**src/rtl/des_pkg.sv**
```systemverilog
// Shared DES types and tables for the iterative Feistel round engine.
// Bit numbering follows DES convention: index 1 is the MSB of every vector.
package des_pkg;

    typedef logic [1:32] half_t;
    typedef logic [1:48] subkey_t;

    localparam int DES_ROUNDS = 16;

    typedef enum logic [1:0] {
        ST_IDLE  = 2'd0,
        ST_ROUND = 2'd1,
        ST_DONE  = 2'd2
    } state_e;

    // Expansion E: output bit i takes input bit E_TAB[i].
    localparam int E_TAB [1:48] = '{
        32,  1,  2,  3,  4,  5,  4,  5,  6,  7,  8,  9,
         8,  9, 10, 11, 12, 13, 12, 13, 14, 15, 16, 17,
        16, 17, 18, 19, 20, 21, 20, 21, 22, 23, 24, 25,
        24, 25, 26, 27, 28, 29, 28, 29, 30, 31, 32,  1
    };

    // Permutation P: output bit i takes S-box output bit P_TAB[i].
    localparam int P_TAB [1:32] = '{
        16,  7, 20, 21, 29, 12, 28, 17,  1, 15, 23, 26,  5, 18, 31, 10,
         2,  8, 24, 14, 32, 27,  3,  9, 19, 13, 30,  6, 22, 11,  4, 25
    };

    // S-boxes S1..S8, four rows each; a row packs 16 nibbles, column 0 in the top nibble.
    localparam logic [63:0] S_TAB [1:8][0:3] = '{
        '{64'hE4D12FB83A6C5907, 64'h0F74E2D1A6CB9538, 64'h41E8D62BFC973A50, 64'hFC8249175B3EA06D},
        '{64'hF18E6B34972DC05A, 64'h3D47F28EC01A69B5, 64'h0E7BA4D158C6932F, 64'hD8A13F42B67C05E9},
        '{64'hA09E63F51DC7B428, 64'hD709346A285ECBF1, 64'hD6498F30B12C5AE7, 64'h1AD069874FE3B52C},
        '{64'h7DE3069A1285BC4F, 64'hD8B56F03472C1AE9, 64'hA690CB7DF13E5284, 64'h3F06A1D8945BC72E},
        '{64'h2C417AB6853FD0E9, 64'hEB2C47D150FA3986, 64'h421BAD78F9C5630E, 64'hB8C71E2D6F09A453},
        '{64'hC1AF92680D34E75B, 64'hAF427C9561DE0B38, 64'h9EF528C3704A1DB6, 64'h432C95FABE17608D},
        '{64'h4B2EF08D3C975A61, 64'hD0B7491AE35C2F86, 64'h14BDC37EAF680592, 64'h6BD814A7950FE23C},
        '{64'hD2846FB1A93E50C7, 64'h1FD8A374C56B0E92, 64'h7B419CE206ADF358, 64'h21E74A8DFC90356B}
    };

    // Select column col (0..15) from a packed S-box row; ~col*4 is the shift to the LSBs.
    function automatic logic [3:0] sbox_pick(input logic [63:0] line, input logic [3:0] col);
        logic [63:0] sh;
        sh = line >> {~col, 2'b00};
        return sh[3:0];
    endfunction

endpackage

```
**src/rtl/des_round_function.sv**
```systemverilog
// DES cipher function f(R,K) = P(S(E(R) ^ K)); purely combinational.
module des_round_function
    import des_pkg::*;
(
    input  logic [1:32] r,
    input  logic [1:48] k,
    output logic [1:32] f
);

    logic [1:48] e_x;    // E(r) ^ k
    logic [1:32] s_out;  // concatenated S1..S8 outputs

    genvar gi;

    for (gi = 1; gi <= 48; gi++) begin : g_expand
        assign e_x[gi] = r[E_TAB[gi]] ^ k[gi];
    end

    // Each S-box consumes six bits: outer bits pick the row, inner four the column.
    for (gi = 1; gi <= 8; gi++) begin : g_sbox
        logic [1:6]  six;
        logic [63:0] line;
        assign six  = e_x[6*gi-5 : 6*gi];
        assign line = S_TAB[gi][{six[1], six[6]}];
        assign s_out[4*gi-3 : 4*gi] = sbox_pick(line, six[2:5]);
    end

    for (gi = 1; gi <= 32; gi++) begin : g_perm
        assign f[gi] = s_out[P_TAB[gi]];
    end

endmodule

```
**src/rtl/des_feistel_rounds.sv**
```systemverilog
// Iterative DES round engine: one Feistel round per clock over ROUNDS rounds.
// Takes IP-permuted halves (L0,R0), returns the swapped pre-output (R16,L16).
// Subkeys are fetched combinationally from an external store via round_idx.
module des_feistel_rounds
    import des_pkg::*;
#(
    parameter int ROUNDS = DES_ROUNDS
) (
    input  logic        clk,
    input  logic        rst_n,
    input  logic        in_valid,
    output logic        in_ready,
    input  logic [1:32] in_left,
    input  logic [1:32] in_right,
    input  logic        decrypt,
    output logic [3:0]  round_idx,
    input  logic [1:48] subkey,
    output logic        out_valid,
    input  logic        out_ready,
    output logic [1:32] out_left,
    output logic [1:32] out_right
);

    localparam logic [3:0] LAST_CNT = 4'(ROUNDS - 1);

    state_e      state_q, state_d;
    logic [1:32] l_q, l_d;
    logic [1:32] r_q, r_d;
    logic [3:0]  cnt_q, cnt_d;
    logic        dec_q, dec_d;
    logic [1:32] f_val;
    logic        accept;
    logic        last_round;

    assign accept     = (state_q == ST_IDLE) && in_valid;
    assign last_round = (cnt_q == LAST_CNT);

    des_round_function u_round_function (
        .r (r_q),
        .k (subkey),
        .f (f_val)
    );

    // State register
    always_ff @(posedge clk) begin
        if (!rst_n) begin
            state_q <= ST_IDLE;
        end else begin
            state_q <= state_d;
        end
    end

    // Next-state: one block in flight; DONE waits for the downstream handshake
    always_comb begin
        state_d = state_q;
        unique case (state_q)
            ST_IDLE:  if (in_valid)   state_d = ST_ROUND;
            ST_ROUND: if (last_round) state_d = ST_DONE;
            ST_DONE:  if (out_ready)  state_d = ST_IDLE;
            default:                  state_d = ST_IDLE;
        endcase
    end

    // Datapath next-state: capture on accept, one round per ROUND cycle, hold otherwise
    always_comb begin
        l_d   = l_q;
        r_d   = r_q;
        cnt_d = cnt_q;
        dec_d = dec_q;
        if (accept) begin
            l_d   = in_left;
            r_d   = in_right;
            dec_d = decrypt;
            cnt_d = '0;
        end else if (state_q == ST_ROUND) begin
            l_d = r_q;
            r_d = l_q ^ f_val;
            // Counter parks on the last round so it never wraps past ROUNDS-1.
            if (!last_round) begin
                cnt_d = cnt_q + 4'd1;
            end
        end
    end

    // Datapath registers; cleared on reset so an aborted block leaves nothing behind
    always_ff @(posedge clk) begin
        if (!rst_n) begin
            l_q   <= '0;
            r_q   <= '0;
            cnt_q <= '0;
            dec_q <= 1'b0;
        end else begin
            l_q   <= l_d;
            r_q   <= r_d;
            cnt_q <= cnt_d;
            dec_q <= dec_d;
        end
    end

    // Outputs: all derived from registers; the final swap is just the port mapping
    always_comb begin
        in_ready  = (state_q == ST_IDLE);
        out_valid = (state_q == ST_DONE);
        round_idx = dec_q ? (LAST_CNT - cnt_q) : cnt_q;
        out_left  = r_q;
        out_right = l_q;
    end

endmodule
```
**config.mk**
```make
export PLATFORM = sky130hd
export DESIGN_NAME = des_feistel_rounds
export DESIGN_NICKNAME = d
export VERILOG_FILES = /design/src/rtl/des_pkg.sv /design/src/rtl/des_round_function.sv /design/src/rtl/des_feistel_rounds.sv
export SDC_FILE = /design/constraint.sdc
export NUM_CORES = 1
export LEC_CHECK = 0
export CAP_MARGIN = 20
export CORE_ASPECT_RATIO = 2
export CORE_MARGIN = 10
export CORE_UTILIZATION = 48
export DETAILED_ROUTE_END_ITERATION = 10
export GPL_ROUTABILITY_DRIVEN = 0
export PLACE_DENSITY = 0.83
export SYNTH_ARGS = -nofsm -noshare
export SYNTH_HDL_FRONTEND = slang
export SYNTH_HIERARCHICAL = 1
export SYNTH_SLANG_ARGS = --single-unit
```
**constraint.sdc**
```tcl
create_clock -name clk -period 3 [get_ports clk]
set_input_delay 0.45 -clock clk [delete_from_list [all_inputs] [get_ports clk]]
set_output_delay 0.45 -clock clk [all_outputs]
set_load 0.05 [all_outputs]
```
==> report_table.html, run 1 <==
<table>
<tr><th>Metric</th><th>Value</th></tr>
<tr><th colspan="2">Clock tree</th></tr>
<tr><td>Clock buffers created by TritonCTS</td><td>9</td></tr>
<tr><td>TritonCTS clock tree</td><td>yes</td></tr>
<tr><td>H-tree lvl count</td><td>3</td></tr>
<tr><td>Setup fix buffers added after clock tree synthesis</td><td>0</td></tr>
<tr><td>Clock network latency to the later pin of the worst-skew pair</td><td>around 0.35 ns</td></tr>
<tr><td>Hold-fix buffers at CTS</td><td>0</td></tr>
<tr><td>Clock slew seen by the registers of the worst setup and hold paths</td><td>approximately 0.060 ns</td></tr>
<tr><td>Number of buffers on the longest clock path</td><td>2</td></tr>
<tr><td>CTS-repair resized insts</td><td>0</td></tr>
<tr><td>Root Buffer</td><td>sky130_fd_sc_hd__clkbuf_16</td></tr>
<tr><td>Clk sink count</td><td>a little over 70</td></tr>
<tr><th colspan="2">STA</th></tr>
<tr><td>RSZ-0062 raised after global routing</td><td>no</td></tr>
<tr><td>Relative slew slack</td><td>0.4956</td></tr>
<tr><td>Achievable Freq</td><td>about 0.35 GHz</td></tr>
<tr><td>Min Tclk post-route</td><td>roughly 2.9 ns</td></tr>
<tr><td>Slew @ Worst Pin</td><td>0.7566 ns</td></tr>
<tr><td>Clock Skews</td><td>roughly 0.010 ns</td></tr>
<tr><td>Final count of negative-setup-slack endpoints</td><td>0</td></tr>
<tr><td>Summed negative setup slack over all endpoints</td><td>0 ns</td></tr>
<tr><td>Final-report max-slew violation count</td><td>0</td></tr>
<tr><td>Fin crit share</td><td>0.9516</td></tr>
<tr><td>Endpoints failing hold</td><td>0</td></tr>
<tr><th colspan="2">Detailed routing</th></tr>
<tr><td>Detailed-route wire length per cell</td><td>21.82 um</td></tr>
<tr><td>Wire length after detailed routing</td><td>roughly 37 mm</td></tr>
<tr><td>Vias</td><td>approximately 11000</td></tr>
<tr><td>Number of vias per cell</td><td>around 6.4</td></tr>
<tr><td>Number of remaining DRC errors</td><td>0</td></tr>
<tr><td>Post-DRT Antenna Nets</td><td>0</td></tr>
<tr><td>DRC marker count from the first detailed-route iteration</td><td>~1000</td></tr>
<tr><td>Number of iterations in the first detailed-routing pass</td><td>6</td></tr>
<tr><th colspan="2">Synthesis</th></tr>
<tr><td>Post-synth design cell area</td><td>between 8000 and 9000 um2</td></tr>
<tr><td>Library cell occupying the most area in the post-synthesis netlist</td><td>sky130_fd_sc_hd__dfxtp_1</td></tr>
<tr><td>Count of flip-flops with a built-in enable after synthesis</td><td>0</td></tr>
<tr><td>Proportion of register bits with asynchronous set or reset after synthesis</td><td>0</td></tr>
<tr><td>Synthesized Nets</td><td>between 1000 and 1500</td></tr>
<tr><td>Area share of the leading cell type in the synthesized netlist</td><td>0.1591</td></tr>
<tr><td>#FFs+latches synth</td><td>71</td></tr>
<tr><td>Cell with the most instances after synthesis</td><td>sky130_fd_sc_hd__nor2_1</td></tr>
<tr><td>Biggest area contributors in the synthesized netlist</td><td>sky130_fd_sc_hd__dfxtp_1, sky130_fd_sc_hd__ha_1, sky130_fd_sc_hd__mux4_2</td></tr>
<tr><td>Count of warnings emitted by yosys</td><td>6</td></tr>
<tr><td>Cell count after synthesis</td><td>around 1100</td></tr>
<tr><td>Most used flip-flop cell after synthesis</td><td>sky130_fd_sc_hd__dfxtp_1</td></tr>
<tr><td>Average cell area after synthesis</td><td>between 7 and 8 um2</td></tr>
<tr><td>Register area share after synthesis</td><td>0.1591</td></tr>
<tr><td>Commonest cells in the synthesized netlist</td><td>sky130_fd_sc_hd__nor2_1, sky130_fd_sc_hd__a21oi_1, sky130_fd_sc_hd__o21ai_0, sky130_fd_sc_hd__nand2_1, sky130_fd_sc_hd__xnor2_1</td></tr>
<tr><td>Post-synth cell types</td><td>~70</td></tr>
<tr><th colspan="2">Worst setup path</th></tr>
<tr><td>Worst reg2reg path depth</td><td>10</td></tr>
<tr><td>Type of element launching the critical path</td><td>input port</td></tr>
<tr><td>Most numerous cell on the critical path</td><td>sky130_fd_sc_hd__xnor2_1</td></tr>
<tr><td>Kind of cell adding the most delay to the critical path</td><td>buffers and inverters</td></tr>
<tr><td>Crit. End Element</td><td>flip-flop</td></tr>
<tr><td>Max incr delay on CP</td><td>0.50 ns</td></tr>
<tr><td>Worst path depth</td><td>11</td></tr>
<tr><td>Largest fanout on the critical path</td><td>7</td></tr>
<tr><td>Count of buffer and inverter cells on the critical path</td><td>2</td></tr>
<tr><td>Critical path, cell by cell</td><td>clkdlybuf4s50_1, xor2_2, ha_1, xnor2_1, mux2_2, mux2i_1, a22oi_1, buf_4, xnor2_1, a22o_1, a21oi_1</td></tr>
<tr><td>Data required time at the worst endpoint</td><td>between 3 and 4 ns</td></tr>
<tr><td>Path type of the worst setup path</td><td>input port to flip-flop</td></tr>
<tr><td>Worst EP arrival</td><td>3.12 ns</td></tr>
<tr><td>Worst reg2reg setup slack</td><td>about 0.25 ns</td></tr>
<tr><td>Highest-delay cell along the critical path</td><td>sky130_fd_sc_hd__clkdlybuf4s50_1</td></tr>
<tr><th colspan="2">Global routing</th></tr>
<tr><td>Global-route wire length before repair</td><td>56.84 mm</td></tr>
<tr><td>Maximum number of pins on one net before global-route repair</td><td>between 60 and 70</td></tr>
<tr><td>Antenna violations before repair</td><td>1</td></tr>
<tr><td>Number of global-route vias before repair</td><td>10560</td></tr>
<tr><td>Aggregate global routing overflow</td><td>0</td></tr>
<tr><td>All-layer global routing usage</td><td>0.2918</td></tr>
<tr><th colspan="2">Final layout</th></tr>
<tr><td>Growth of design area from synthesis to finish</td><td>40.16%</td></tr>
<tr><td>Layout filler cell count</td><td>roughly 1500</td></tr>
<tr><td>Fraction of layout cells with a size suffix above 1</td><td>0.1949</td></tr>
<tr><td>Number of nets in the layout</td><td>roughly 1600</td></tr>
<tr><td>Core Util, Final</td><td>0.6839</td></tr>
<tr><th colspan="2">Die</th></tr>
<tr><td>Floorplan die width</td><td>116.5 um</td></tr>
<tr><td>Core ar.</td><td>18310 um2</td></tr>
<tr><td>Vertical die dimension</td><td>212.9 um</td></tr>
<tr><td>Top-Level Pins</td><td>about 190</td></tr>
<tr><td>Row count</td><td>70</td></tr>
<tr><td>Initial core utilization</td><td>0.4880</td></tr>
<tr><td>Die Outline Area</td><td>roughly 25000 um2</td></tr>
<tr><th colspan="2">Run</th></tr>
<tr><td>Max Cap Viol</td><td>0</td></tr>
<tr><th colspan="2">Power and ir drop</th></tr>
<tr><td>Max IR drop VDD</td><td>310.9 uV</td></tr>
<tr><td>Static Leakage</td><td>slightly above 5 nW</td></tr>
<tr><td>Power density of the placed cells</td><td>around 650 nW/um2</td></tr>
<tr><td>Tot Pwr</td><td>between 0.008 and 0.009 W</td></tr>
<tr><th colspan="2">Place</th></tr>
<tr><td>PortBufs</td><td>approximately 190</td></tr>
<tr><td>HPWL reported at the end of detailed placement</td><td>27.90 mm</td></tr>
<tr><th colspan="2">Hold path</th></tr>
<tr><td>Worst Hold Depth</td><td>2</td></tr>
<tr><td>Class of the tightest hold or removal check</td><td>flip-flop to flip-flop</td></tr>
<tr><th colspan="2">Status</th></tr>
<tr><td>Outcome</td><td>completed</td></tr>
</table>
==> through the flow <==
step                      cell area [um2]  setup WS [ns]  std cells  hold slack [ns]
final                               12520         0.1452       1679           0.5484
after global routing                12520        0.01059       1679           0.5634
after CTS                           12500         0.1520       1678           0.5398
after detailed placement            12210        -0.2127       1662           0.5292
after global placement              12210        -0.1324       1662           0.5095
after floorplan                      8959        -0.1193       1144           0.4853
==> kinds of logic after synthesis <==
| group | Yosys count | share of synthesized area |
|---|---|---|
| compound gates | 422 | 0.3091 |
| simple gates | 287 | 0.1383 |
| xor+xnor | 125 | 0.1335 |
| flops | 71 | 0.1591 |
| mux | 57 | 0.1081 |
| fa+ha+maj | 64 | 0.08965 |
| buf+inv | 118 | 0.06219 |
==> worst paths after layout <==
path | startpoint | end
worst max-delay path | subkey[25] | out_left[14]
worst min-delay path | cnt_q[3] | cnt_q[3]
worst min register to register | cnt_q[3] | cnt_q[3]
worst max register to register | out_left[16] | out_left[14]
==> flip-flops by register name, indices dropped and copies added (netlist names) <==
| name | count |
|---|---|
| cnt_q | 4 |
| out_left | 32 |
| state_q | 2 |
| dec_q | 1 |
| out_right | 32 |
==> power by group <==
part | switching [W] | internal [W]
sequential | 0.000206 | 0.00107
combinational | 0.00309 | 0.00271
clock | 0.000463 | 0.000631
==> worst reg2reg max path: cells and delay by family (launching register included) <==
family / cells / cell delay, ns
flip-flops: 1 / 0.47
buffers and inverters: 1 / 0.21
adder cells (fa/ha/maj): 1 / 0.39
AO/OA/AOI/OAI: 3 / 0.50
multiplexers: 2 / 0.43
XOR/XNOR: 3 / 0.68
==> layout by cell type, fill, tap and decap left out, types with 9 or more instances in the layout <==
cell type	netlist	routed
sky130_fd_sc_hd__clkdlybuf4s50_1	0	184
sky130_fd_sc_hd__a211oi_1	21	21
sky130_fd_sc_hd__nand2_1	86	86
sky130_fd_sc_hd__a22o_1	31	31
sky130_fd_sc_hd__nor2_1	120	120
sky130_fd_sc_hd__dfxtp_1	71	61
sky130_fd_sc_hd__a31oi_1	16	16
sky130_fd_sc_hd__clkbuf_16	0	10
sky130_fd_sc_hd__o21ai_0	93	93
sky130_fd_sc_hd__inv_1	31	31
sky130_fd_sc_hd__xor2_1	36	33
sky130_fd_sc_hd__nor3_1	20	20
sky130_fd_sc_hd__a21oi_1	105	105
sky130_fd_sc_hd__xor2_2	7	10
sky130_fd_sc_hd__mux4_2	30	30
sky130_fd_sc_hd__dfxtp_2	0	9
sky130_fd_sc_hd__mux2i_1	23	23
sky130_fd_sc_hd__o21ai_1	15	15
sky130_fd_sc_hd__o2bb2ai_1	31	31
sky130_fd_sc_hd__buf_4	4	193
sky130_fd_sc_hd__ha_1	64	63
sky130_fd_sc_hd__nand3_1	29	29
sky130_fd_sc_hd__xnor2_1	77	76
sky130_fd_sc_hd__o211ai_1	22	22
sky130_fd_sc_hd__o22ai_1	13	13
==> area by class of cell <==
| type | count | area [um2] | area share |
|---|---|---|---|
| inverters | 36 | 135.1 | 0.01079 |
| repair buffers | 384 | 3401 | 0.2716 |
| well taps | 216 | 270.3 | 0.02159 |
| flip-flops and latches | 71 | 1436 | 0.1147 |
| clock buffers | 13 | 271.5 | 0.02169 |
| multi-input cells | 955 | 6988 | 0.5582 |
| diodes | 1 | 2.502 | 0.0001999 |
| clock inverters | 3 | 15.01 | 0.001199 |
==> routing by layer <==
layer	up-vias	routed length [um]	global-route usage
met1	5048	12100	0.2921
li1	4849	-	-
met5	-	0	0
met2	649	19040	0.5220
met3	177	2959	0.05846
met4	0	2543	0.1987
(Power assumes the default switching activity.)
==> run 2, diff against run 1 <==
--- a/config.mk
+++ b/config.mk
@@ -7,7 +7,6 @@
 export LEC_CHECK = 0
 export CAP_MARGIN = 20
 export CORE_ASPECT_RATIO = 2
-export CORE_MARGIN = 10
 export CORE_UTILIZATION = 48
 export DETAILED_ROUTE_END_ITERATION = 10
 export GPL_ROUTABILITY_DRIVEN = 0
==> constraint.sdc (replaced) <==
create_clock -name clk -period 3 [get_ports clk]
set_input_delay 0.45 -clock clk [delete_from_list [all_inputs] [get_ports clk]]
set_output_delay 0.45 -clock clk [all_outputs]
set_load 0.005 [all_outputs]
==> report_table.html, run 2 (same netlist as run 1, synthesis figures left out) <==
<table>
<tr><th>Metric</th><th>Value</th></tr>
<tr><th colspan="2">Final layout</th></tr>
<tr><td>Commonest cells after routing, fill and taps aside</td><td>sky130_fd_sc_hd__buf_4, sky130_fd_sc_hd__clkdlybuf4s50_1, sky130_fd_sc_hd__nor2_1</td></tr>
<tr><td>Core Util, Final</td><td>0.6897 (+0.005761)</td></tr>
<tr><td>Fraction of layout cells with a size suffix above 1</td><td>0.1899 (-0.005082)</td></tr>
<tr><td>Layout filler cell count</td><td>1418 (-3.1%)</td></tr>
<tr><td>Number of nets in the layout</td><td>1635 (-0.18%)</td></tr>
<tr><td>Non-filler cells, final</td><td>1675 (-0.24%)</td></tr>
<tr><td>Growth of design area from synthesis to finish</td><td>40.66%</td></tr>
<tr><td>Final design area excluding fillers</td><td>12560 um2 (+0.36%)</td></tr>
<tr><td>Commonest non-fill, non-tap cell in the layout</td><td>sky130_fd_sc_hd__buf_4</td></tr>
<tr><td>Antenna Cells</td><td>0 (-1)</td></tr>
<tr><th colspan="2">Worst setup path</th></tr>
<tr><td>Type of element launching the critical path</td><td>input port</td></tr>
<tr><td>Path type of the worst setup path</td><td>input port to flip-flop</td></tr>
<tr><td>Endpoint of the worst-slack reg-to-reg timing path</td><td>out_left[20]</td></tr>
<tr><td>Crit. End Element</td><td>flip-flop</td></tr>
<tr><td>Worst reg2reg path depth</td><td>12 (+2)</td></tr>
<tr><td>Largest fanout on the critical path</td><td>4 (-3)</td></tr>
<tr><td>Worst EP arrival</td><td>3.09 ns (-0.03 ns)</td></tr>
<tr><td>Data required time at the worst endpoint</td><td>3.21 ns (-0.06 ns)</td></tr>
<tr><td>Beginning of the worst register-to-register path</td><td>out_left[12]</td></tr>
<tr><td>Worst reg2reg setup slack</td><td>0.28 ns (+0.03 ns)</td></tr>
<tr><th colspan="2">STA</th></tr>
<tr><td>Relative slew slack</td><td>0.4325 (-0.06313)</td></tr>
<tr><td>Final-report max-slew violation count</td><td>0 (unchanged)</td></tr>
<tr><td>RSZ-0062 raised after global routing</td><td>yes</td></tr>
<tr><td>Min Tclk post-route</td><td>2.884 ns (+0.02915 ns)</td></tr>
<tr><td>Final count of negative-setup-slack endpoints</td><td>0 (unchanged)</td></tr>
<tr><td>Endpoints failing hold</td><td>0 (unchanged)</td></tr>
<tr><td>Achievable Freq</td><td>0.3467 GHz (-1.0%)</td></tr>
<tr><td>Clock Skews</td><td>0.01263 ns (+0.002151 ns)</td></tr>
<tr><td>Slew @ Worst Pin</td><td>0.8452 ns (+0.08862 ns)</td></tr>
<tr><td>Hold Slack</td><td>0.4583 ns (-0.09006 ns)</td></tr>
<tr><td>Fin crit share</td><td>0.9613 (+0.009716)</td></tr>
<tr><th colspan="2">Status</th></tr>
<tr><td>Outcome</td><td>finished with violations</td></tr>
<tr><td>Failing checks</td><td>DRC</td></tr>
<tr><th colspan="2">Die</th></tr>
<tr><td>Row count</td><td>70 (unchanged)</td></tr>
<tr><td>Core ar.</td><td>18220 um2 (-0.48%)</td></tr>
<tr><td>Floorplan die width</td><td>98.46 um (-15%)</td></tr>
<tr><td>Initial core utilization</td><td>0.4903 (+0.002346)</td></tr>
<tr><td>Top-Level Pins</td><td>187 (unchanged)</td></tr>
<tr><td>Die Outline Area</td><td>19190 um2 (-23%)</td></tr>
<tr><td>Vertical die dimension</td><td>194.9 um (-8.5%)</td></tr>
<tr><th colspan="2">Global routing</th></tr>
<tr><td>All-layer global routing usage</td><td>0.3674 (+0.07569)</td></tr>
<tr><td>Maximum number of pins on one net before global-route repair</td><td>64 (-1.5%)</td></tr>
<tr><td>Global-route wire length before repair</td><td>55.39 mm (-2.5%)</td></tr>
<tr><td>Number of global-route vias before repair</td><td>10790 (+2.2%)</td></tr>
<tr><td>Aggregate global routing overflow</td><td>0 (unchanged)</td></tr>
<tr><td>Antenna violations before repair</td><td>0 (-1)</td></tr>
<tr><th colspan="2">Detailed routing</th></tr>
<tr><td>Wire length after detailed routing</td><td>35.01 mm (-4.4%)</td></tr>
<tr><td>Detailed-route wire length per cell</td><td>20.90 um (-4.2%)</td></tr>
<tr><td>Vias</td><td>10880 (+1.5%)</td></tr>
<tr><td>Number of remaining DRC errors</td><td>12 (+12)</td></tr>
<tr><td>Number of vias per cell</td><td>6.497 (+1.7%)</td></tr>
<tr><td>Number of iterations in the first detailed-routing pass</td><td>11 (+5)</td></tr>
<tr><td>DRC marker count from the first detailed-route iteration</td><td>940 (-10%)</td></tr>
<tr><td>Post-DRT Antenna Nets</td><td>0 (unchanged)</td></tr>
<tr><th colspan="2">Power and ir drop</th></tr>
<tr><td>Static Leakage</td><td>5.140 nW (+0.23%)</td></tr>
<tr><td>Max IR drop VDD</td><td>314.0 uV (+1.0%)</td></tr>
<tr><td>Power density of the placed cells</td><td>632.6 nW/um2 (-3.1%)</td></tr>
<tr><th colspan="2">Clock tree</th></tr>
<tr><td>Clock buffers created by TritonCTS</td><td>9 (unchanged)</td></tr>
<tr><td>Number of buffers on the longest clock path</td><td>2 (unchanged)</td></tr>
<tr><td>Clock slew seen by the registers of the worst setup and hold paths</td><td>0.07 ns (about the same)</td></tr>
<tr><td>TritonCTS clock tree</td><td>yes</td></tr>
<tr><td>Root Buffer</td><td>sky130_fd_sc_hd__clkbuf_16</td></tr>
<tr><td>Hold-fix buffers at CTS</td><td>0 (unchanged)</td></tr>
<tr><td>Clk sink count</td><td>71 (unchanged)</td></tr>
<tr><td>Clock network latency to the later pin of the worst-skew pair</td><td>0.35 ns (about the same)</td></tr>
<tr><td>H-tree lvl count</td><td>3 (unchanged)</td></tr>
<tr><th colspan="2">Place</th></tr>
<tr><td>Placed Cells</td><td>1658 (-0.24%)</td></tr>
<tr><td>Placement Cell Area</td><td>12160 um2 (-0.44%)</td></tr>
<tr><td>HPWL reported at the end of detailed placement</td><td>26.10 mm (-6.4%)</td></tr>
<tr><td>PortBufs</td><td>186 (unchanged)</td></tr>
<tr><th colspan="2">Hold path</th></tr>
<tr><td>Hold-critical path endpoint</td><td>dec_q</td></tr>
<tr><td>Worst Hold Depth</td><td>3 (+1)</td></tr>
<tr><td>Class of the tightest hold or removal check</td><td>input port to flip-flop</td></tr>
<tr><td>Hold path startpoint</td><td>in_valid</td></tr>
<tr><th colspan="2">Run</th></tr>
<tr><td>Max Cap Viol</td><td>0 (unchanged)</td></tr>
</table>
run 2: power by group:
part	total [W]	switching (W)	internal (W)
clock	0.00123	0.000470	0.000756
sequential	0.00123	0.000174	0.00106
combinational	0.00549	0.00278	0.00271
run 2: worst max path at each step:
stage	from	endpoint	slack (ns)	depth (start not counted)
6_report	subkey[1]	out_left[31]	0.12	12
5_1_grt	subkey[1]	out_left[31]	-0.001	12
4_1_cts	subkey[6]	out_left[23]	0.1	12
3_5_place_dp	subkey[6]	out_left[23]	-0.23	12
3_3_place_gp	subkey[43]	out_left[5]	-0.20	14
2_1_floorplan	out_left[13]	out_left[30]	0.03	10
run 2: final cells by class:
class | count | area (um2) | share of cell area
multi-input combinational | 955 | 7037 | 0.5600
clock inverter | 6 | 92.59 | 0.007369
inverter | 36 | 135.1 | 0.01075
clock buffer | 10 | 239.0 | 0.01902
sequential | 71 | 1425 | 0.1134
timing repair buffer | 381 | 3366 | 0.2679
tap | 216 | 270.3 | 0.02151
run 2: routing by layer:
layer	GRT usage	vias to the layer above	wire length [um]
met4	0.2891	0	3032
met2	0.6643	733	17910
met5	0	-	0
met3	0.07048	236	2815
met1	0.3603	5073	11250
li1	-	4840	-
run 2: critical path, stage by stage:
cell and delay, ns:
sky130_fd_sc_hd__clkdlybuf4s50_1 0.47, sky130_fd_sc_hd__xor2_1 0.28, sky130_fd_sc_hd__buf_4 0.20, sky130_fd_sc_hd__ha_1 0.18
sky130_fd_sc_hd__inv_1 0.08, sky130_fd_sc_hd__mux4_2 0.52, sky130_fd_sc_hd__nor2_1 0.13, sky130_fd_sc_hd__a311oi_1 0.06
sky130_fd_sc_hd__a211oi_1 0.36, sky130_fd_sc_hd__xnor2_1 0.16, sky130_fd_sc_hd__a22o_1 0.14, sky130_fd_sc_hd__a21oi_1 0.06
run 2: metrics by stage:
step | power (W) | worst slack [ns] | TNS, ns
3_5_place_dp | 0.006503 | -0.2278 | -3.465
6_report | 0.007948 | 0.1161 | 0
3_3_place_gp | 0.006384 | -0.1976 | -2.350
5_1_grt | 0.008394 | -0.001204 | -0.001204
4_1_cts | 0.007770 | 0.09985 | 0
2_1_floorplan | 0.004358 | 0.03491 | 0
run 2: repair_timing:
| action | in CTS | in global routing |
|---|---|---|
| resized for setup | 0 | 11 |
| setup endpoints to repair | 0 | 13 |
| setup buffers | 0 | 1 |
